$ cat src/rtl/ir_nec_decoder.sv
// rtl/ir_nec_decoder.sv - NEC IR frame decoder producing a 3-bit motion code
//
// Ports:
//   clk            system clock
//   rst            asynchronous active-high reset
//   ir_in          raw IR receiver output, asynchronous, low = mark
//   state_control  current motion code (returns to STOP after RELEASE_TICKS of silence)
//   cmd            last valid command byte
//   addr           last valid address byte
//   frame_valid    one-cycle pulse on a valid full frame
//   repeat_valid   one-cycle pulse on a valid repeat code
//   frame_error    one-cycle pulse on a malformed frame
module ir_nec_decoder #(
  parameter int         TICK_CYCLES   = 500,
  parameter int         RELEASE_TICKS = 12000,
  parameter logic [7:0] CMD_LEFT      = 8'h08,
  parameter logic [7:0] CMD_RIGHT     = 8'h5A,
  parameter logic [7:0] CMD_SLOW      = 8'h18,
  parameter logic [7:0] CMD_MED       = 8'h52,
  parameter logic [7:0] CMD_FAST      = 8'h4A,
  parameter logic [7:0] CMD_STOP      = 8'h1C
) (
  input  logic       clk,
  input  logic       rst,
  input  logic       ir_in,
  output logic [2:0] state_control,
  output logic [7:0] cmd,
  output logic [7:0] addr,
  output logic       frame_valid,
  output logic       repeat_valid,
  output logic       frame_error
);

  localparam int              PW      = (TICK_CYCLES > 1) ? $clog2(TICK_CYCLES) : 1;
  localparam logic [PW-1:0]   PRE_MAX = PW'(TICK_CYCLES - 1);
  localparam logic [13:0]     REL_MAX = 14'(RELEASE_TICKS);

  // Pulse-width windows in 10 us ticks, inclusive.
  localparam logic [10:0] LEAD_MARK_LO  = 11'd800;
  localparam logic [10:0] LEAD_MARK_HI  = 11'd1000;
  localparam logic [10:0] LEAD_SPACE_LO = 11'd400;
  localparam logic [10:0] LEAD_SPACE_HI = 11'd500;
  localparam logic [10:0] RPT_SPACE_LO  = 11'd200;
  localparam logic [10:0] RPT_SPACE_HI  = 11'd250;
  localparam logic [10:0] BIT_MARK_LO   = 11'd40;
  localparam logic [10:0] BIT_MARK_HI   = 11'd70;
  localparam logic [10:0] ZERO_LO       = 11'd40;
  localparam logic [10:0] ZERO_HI       = 11'd70;
  localparam logic [10:0] ONE_LO        = 11'd140;
  localparam logic [10:0] ONE_HI        = 11'd190;
  localparam logic [10:0] TIMEOUT       = 11'd1100;

  typedef enum logic [2:0] {
    IDLE, LEAD_MARK, LEAD_SPACE, BIT_MARK, BIT_SPACE, CHECK, TRAIL
  } state_t;

  state_t        state;
  logic          ir_s1, ir_s2, ir_d;
  logic          fall, rise;
  logic [PW-1:0] pre, rel_pre;
  logic [10:0]   tick_cnt;
  logic [13:0]   rel_cnt;
  logic [31:0]   shreg;
  logic [4:0]    bit_cnt;
  logic          have_frame;
  logic          timeout;
  logic          rel_strobe;
  logic          is_zero, is_one;
  logic          check_ok;

  function automatic logic in_win(input logic [10:0] v, input logic [10:0] lo,
                                  input logic [10:0] hi);
    return (v >= lo) && (v <= hi);
  endfunction

  // Synchronizer idles high so reset never manufactures a fall edge.
  always_ff @(posedge clk or posedge rst) begin
    if (rst) begin
      ir_s1 <= 1'b1;
      ir_s2 <= 1'b1;
      ir_d  <= 1'b1;
    end else begin
      ir_s1 <= ir_in;
      ir_s2 <= ir_s1;
      ir_d  <= ir_s2;
    end
  end

  assign fall = ir_d & ~ir_s2;
  assign rise = ~ir_d & ir_s2;

  // Duration of the current mark/space; restarts on every edge.
  always_ff @(posedge clk or posedge rst) begin
    if (rst) begin
      pre      <= '0;
      tick_cnt <= '0;
    end else if (fall || rise) begin
      pre      <= '0;
      tick_cnt <= '0;
    end else if (pre == PRE_MAX) begin
      pre <= '0;
      if (tick_cnt != 11'h7FF) tick_cnt <= tick_cnt + 11'd1;
    end else begin
      pre <= pre + PW'(1);
    end
  end

  // Free-running 10 us strobe for the key-release timer, independent of edges.
  always_ff @(posedge clk or posedge rst) begin
    if (rst) rel_pre <= '0;
    else if (rel_pre == PRE_MAX) rel_pre <= '0;
    else rel_pre <= rel_pre + PW'(1);
  end

  assign rel_strobe = (rel_pre == PRE_MAX);
  assign timeout    = (tick_cnt >= TIMEOUT);
  assign is_zero    = in_win(tick_cnt, ZERO_LO, ZERO_HI);
  assign is_one     = in_win(tick_cnt, ONE_LO, ONE_HI);
  // Bits arrive LSB first, so byte0 (address) ends up in shreg[7:0].
  assign check_ok   = ((shreg[7:0] ^ shreg[15:8]) == 8'hFF) &&
                      ((shreg[23:16] ^ shreg[31:24]) == 8'hFF);

  always_ff @(posedge clk or posedge rst) begin
    if (rst) begin
      state         <= IDLE;
      state_control <= 3'b000;
      cmd           <= 8'h00;
      addr          <= 8'h00;
      frame_valid   <= 1'b0;
      repeat_valid  <= 1'b0;
      frame_error   <= 1'b0;
      shreg         <= '0;
      bit_cnt       <= '0;
      have_frame    <= 1'b0;
      rel_cnt       <= REL_MAX;
    end else begin
      frame_valid  <= 1'b0;
      repeat_valid <= 1'b0;
      frame_error  <= 1'b0;

      // Release timer; a frame or repeat below overrides this by clearing it.
      if (rel_strobe && rel_cnt != REL_MAX) begin
        rel_cnt <= rel_cnt + 14'd1;
        if (rel_cnt + 14'd1 == REL_MAX) state_control <= 3'b000;
      end

      // Edges are tested before timeout so an edge in the timeout cycle wins.
      case (state)
        IDLE: begin
          if (fall) state <= LEAD_MARK;
        end
        LEAD_MARK: begin
          if (rise) begin
            state <= in_win(tick_cnt, LEAD_MARK_LO, LEAD_MARK_HI) ? LEAD_SPACE : IDLE;
          end else if (timeout) begin
            state <= IDLE;
          end
        end
        LEAD_SPACE: begin
          if (fall) begin
            if (in_win(tick_cnt, LEAD_SPACE_LO, LEAD_SPACE_HI)) begin
              bit_cnt <= '0;
              state   <= BIT_MARK;
            end else if (in_win(tick_cnt, RPT_SPACE_LO, RPT_SPACE_HI)) begin
              if (have_frame) begin
                repeat_valid <= 1'b1;
                rel_cnt      <= '0;
              end
              state <= TRAIL;
            end else begin
              frame_error <= 1'b1;
              state       <= IDLE;
            end
          end else if (timeout) begin
            frame_error <= 1'b1;
            state       <= IDLE;
          end
        end
        BIT_MARK: begin
          if (rise) begin
            if (in_win(tick_cnt, BIT_MARK_LO, BIT_MARK_HI)) begin
              state <= BIT_SPACE;
            end else begin
              frame_error <= 1'b1;
              state       <= IDLE;
            end
          end else if (timeout) begin
            frame_error <= 1'b1;
            state       <= IDLE;
          end
        end
        BIT_SPACE: begin
          if (fall) begin
            if (is_zero || is_one) begin
              shreg <= {is_one, shreg[31:1]};
              if (bit_cnt == 5'd31) begin
                state <= CHECK;
              end else begin
                bit_cnt <= bit_cnt + 5'd1;
                state   <= BIT_MARK;
              end
            end else begin
              frame_error <= 1'b1;
              state       <= IDLE;
            end
          end else if (timeout) begin
            frame_error <= 1'b1;
            state       <= IDLE;
          end
        end
        CHECK: begin
          if (check_ok) begin
            addr        <= shreg[7:0];
            cmd         <= shreg[23:16];
            frame_valid <= 1'b1;
            have_frame  <= 1'b1;
            rel_cnt     <= '0;
            // Unmapped commands still count as valid frames but leave the code alone.
            case (shreg[23:16])
              CMD_STOP:  state_control <= 3'b000;
              CMD_LEFT:  state_control <= 3'b001;
              CMD_RIGHT: state_control <= 3'b010;
              CMD_SLOW:  state_control <= 3'b011;
              CMD_MED:   state_control <= 3'b100;
              CMD_FAST:  state_control <= 3'b101;
              default:   ;
            endcase
          end else begin
            frame_error <= 1'b1;
          end
          state <= TRAIL;
        end
        TRAIL: begin
          if (rise || timeout) state <= IDLE;
        end
        default: state <= IDLE;
      endcase
    end
  end

endmodule

$ cat config.mk
export PLATFORM = sky130hd
export DESIGN_NAME = ir_nec_decoder
export DESIGN_NICKNAME = d
export VERILOG_FILES = /design/src/rtl/ir_nec_decoder.sv
export SDC_FILE = /design/constraint.sdc
export NUM_CORES = 1
export LEC_CHECK = 0
export CAP_MARGIN = 15
export CORE_UTILIZATION = 50
export CTS_CLUSTER_SIZE = 12
export DETAILED_ROUTE_END_ITERATION = 12
export PLACE_DENSITY_LB_ADDON = 0.12
export SLEW_MARGIN = 25
export SYNTH_ARGS = -nofsm -noshare
export SYNTH_HDL_FRONTEND = slang
export SYNTH_SLANG_ARGS = --single-unit
export TNS_END_PERCENT = 30
$ cat constraint.sdc
create_clock -name clk -period 9.55 [get_ports clk]
set_input_delay 0.955 -clock clk [delete_from_list [all_inputs] [get_ports clk]]
set_output_delay 0.955 -clock clk [all_outputs]
set_load 0.02 [all_outputs]
==> summary.md <==
| Metric | Value |
|---|---|
| Post-Syn Nets | `roughly 500` |
| Top FF cell, synth | `dfrtp_1` |
| Inserted Clock Buffers | `9` |
| Clock sinks | `109` |
| Gpl congestion | `0.836` |
| Placed cell areas | `0.00583 sq mm` |
| Final setup viols | `0` |
| Clk slew on worst S/H paths | `110 ps` |
| Worst EP arrival | `3100 ps` |
| Ys Warns | `0` |
| Share of power burned in registers | `0.596` |
| Final worst path period share | `0.294` |
| Vias in the first global route | `3617` |
| Drt total wl | `9840 microns` |
| Outcome | `complete, no violations` |
| Full die area | `about 0.011 sq mm` |
| CTS tree | `done` |
| Io pins | `25` |
| Fill cell count | `962` |
| Net count, final | `526` |
| Slowest cell delay on critical path | `700 ps` |
| Pwr per Cell Area | `130 mW/mm^2` |
| Total negative slack | `0 ps` |
| Die Span Y | `107 microns` |
| Post-synthesis sequential area ratio | `0.496` |
| Slew HR | `0.389` |
| Post-synth cell types | `slightly above 60` |
| Gr usage total | `0.195` |
| Startpoint class of the critical path | `flip-flop` |
| Mux cell area share after synthesis | `0.0994` |
| Hold_buf cts | `0` |
| Starting density of the core | `0.512` |
| Met2 Use GR | `0.293` |
| Compound-cell area share of the yosys netlist | `0.0845` |
| Largest family of logic cells by synthesized area | `simple AND/OR/NAND/NOR gates` |
| GR met3 Demand/Resource | `0.0596` |
| Area share of fa/ha/maj cells after synthesis | `0.0226` |
| Psw | `0.190 mW` |
| Drt initial violations | `201` |
| Non-filler cells, final | `between 600 and 700` |
| DR vias | `around 3700` |
| Final hold viol count | `0` |
| Worst vdd ir | `139 uV` |
| Leakage Power | `2.65 nW` |
| CP required | `between 9000 and 10000 ps` |
| Critical Path End Type | `flip-flop` |
| Crit-path cells | `or4b_2, o22ai_1, a21oi_2, nor3_4, buf_4, mux2_2` |
| Hold Crit Class | `reg2reg` |
| Port bufs | `24` |
| Clk_lat worst skew | `400 ps` |
| Met1 Track Usage GR | `0.269` |
| Sw Share | `0.241` |
| Int Pwr | `0.598 mW` |
| H-tree levels | `3` |
| Power share of the clock group | `0.377` |
| Fin crit period | `about 2800 ps` |
| # rows | `38` |
| Largest net degree at the start of global routing | `75` |
| Layout Skew | `about 19 ps` |
| Post-Synth Simple-Gate Area | `0.180` |
| Deepest clock path buffer count | `2` |
| Hold Path Cell Cnt | `0` |
| Register bit count reported by yosys | `109` |
| Post-synthesis cell count | `501` |
| Finished layout cell area | `just over 0.006 sq mm` |
| Ys async rst share | `1.00` |
| Critical path fanouts, max | `35` |
| Max frequency | `0.356 GHz` |
| Critical path type | `reg2reg` |
| Reg2reg path depth | `6` |
| Worst-Margin Slew | `916 ps` |
| Vias/cell | `5.61` |
| Dpl cells | `642` |
| Drt wl/cell | `15.0 microns` |
| CTS resizes | `0` |
| CP max-delay cell | `or4b_2` |
| Number of synthesized flops with an enable pin | `0` |
| Global-route wire length before repair | `17500 microns` |
| Busiest layer in global routing | `met2` |
| P&R area growth vs syn | `9.69%` |
| Antenna-violating nets left | `0` |
| Antenna violations before repair | `0` |
| Comb pwr share | `0.027` |
| Chip width | `107 microns` |
| Final Max Slew Viols | `0` |
| RSZ-0062 raised after global routing | `false` |
| Final HPWL from detailed placement | `6560 microns` |
| Fraction of layout cells with a size suffix above 1 | `0.166` |
| Maxcap violations | `0` |
| Post-synth design cell area | `approximately 0.0055 sq mm` |
| CTS Root Cell | `clkbuf_8` |
| DRC | `0` |
| Post-CTS Setup Inserts | `0` |
| Avg Cell Area, Syn | `11.0 sq um` |
| First-pass iteration count of the detailed router | `4` |
| Core Region | `0.0108 sq mm` |
| ANT cells | `0` |
| GR Overflow Total | `0` |
| Post-synthesis xor/xnor area fraction | `0.0856` |
[metrics by stage]
step / util / hold WS, ps / worst slack (ps) / total power, mW
after floorplan: - / 345 / 5740 / 0.494
after global placement: 0.540 / 345 / 6740 / 0.501
after CTS: 0.561 / 366 / 6620 / 0.802
after global routing: 0.562 / 371 / 6560 / 0.825
after detailed placement: 0.540 / 348 / 6650 / 0.501
final: 0.562 / 363 / 6740 / 0.789
[synth_stat cells (4+ instances only)]
cell type,n,share of area
mux2_2,46,0.094
nor4_1,7,0.0079
a31oi_1,4,0.0045
nor2b_1,9,0.010
nand3_1,23,0.021
inv_1,12,0.0082
nor2_1,41,0.028
and2_1,16,0.018
a21oi_1,10,0.0091
and3_1,15,0.017
o21ai_0,11,0.010
and4_1,4,0.0063
ha_1,10,0.023
clkbuf_1,13,0.0088
buf_6,4,0.0082
buf_2,5,0.0045
xor2_1,19,0.030
dfstp_2,10,0.048
nor3b_1,5,0.0068
nor3_1,5,0.0045
a211oi_1,4,0.0054
nand4_1,16,0.018
nand2_1,22,0.015
xnor2_1,35,0.055
dfrtp_1,99,0.45
nand2b_1,6,0.0068
[cell families (layout without fill, tap and decap cells)]
family          after synthesis  count (layout)
compound gates               60              60
xor+xnor                     54              54
fa+ha+maj                    10              10
buf+inv                      37              54
flops                       109             109
mux                          49              49
simple gates                182             182
[flip-flops by register name, indices dropped and copies added (netlist names), 3 cells and up]
signal and count:
rel_pre 9, pre 9, state_control 3, addr 8
tick_cnt 11, cmd 8, bit_cnt 5, state 3
shreg 32, rel_cnt 14
[cells in the final DEF (no fill, tap or decap), drive strengths merged, types with 3 or more instances in the layout]
cell type      instances
nor4                   7
clkbuf                 9
clkdlybuf4s50         24
a21o                   3
nor2                  41
nor2b                  9
dfstp                 10
inv                   14
and4                   4
a2111oi                4
xnor2                 35
nor3b                  5
a211oi                 5
a32o                   3
nand4                 16
xor2                  19
mux2                  47
nand2                 22
or3                    3
dfrtp                 99
a21oi                 11
nand3                 23
and3                  15
ha                    10
and2                  16
nor3                   6
o21ai                 11
nand2b                 6
a31oi                  4
[worst max-delay path: cells and delay by family (launching register included)]
kind                   cells  cell delay [ps]
AOI/OAI and AO/OA          2              500
and+or+nand+nor            2              890
buffers and inverters      1              400
muxes                      1              390
DFF                        1              510
[cell type report]
class                   instances  area (sq um)  share of cell area
multi-input cells             355          2620               0.433
clock buffers                   9           124              0.0204
inverters                      12          47.5             0.00784
well taps                     140           175              0.0289
repair buffers                 26           255              0.0421
flip-flops and latches        109          2740               0.452
clock inverters                 7          95.1              0.0157
[final timing paths]
kind                                     to  slack (ps)         from
worst max-delay path               shreg[5]        6740  tick_cnt[3]
worst min-delay path                  ir_s2         360        ir_s1
worst max register to register     shreg[5]        6740  tick_cnt[3]
worst min register to register        ir_s2         360        ir_s1
max in group asynchronous       frame_valid        7370          rst
min in group asynchronous       tick_cnt[0]         910          rst
[power groups by stage]
stage | logic (mW) | registers (mW) | clock network [mW]
floorplan | 0.0176 | 0.476 | 0
detailed placement | 0.0224 | 0.479 | 0
global placement | 0.0214 | 0.479 | 0
global route | 0.0253 | 0.471 | 0.328
CTS | 0.0223 | 0.470 | 0.309
finish | 0.0213 | 0.470 | 0.297
[layer usage]
layer | wire length (microns) | vias up
li1 | - | 1805
met1 | 4800 | 1830
met2 | 4610 | 46
met3 | 347 | 9
met4 | 83 | 0
met5 | 0 | -
Note: power is estimated with default switching activity, not from simulation.
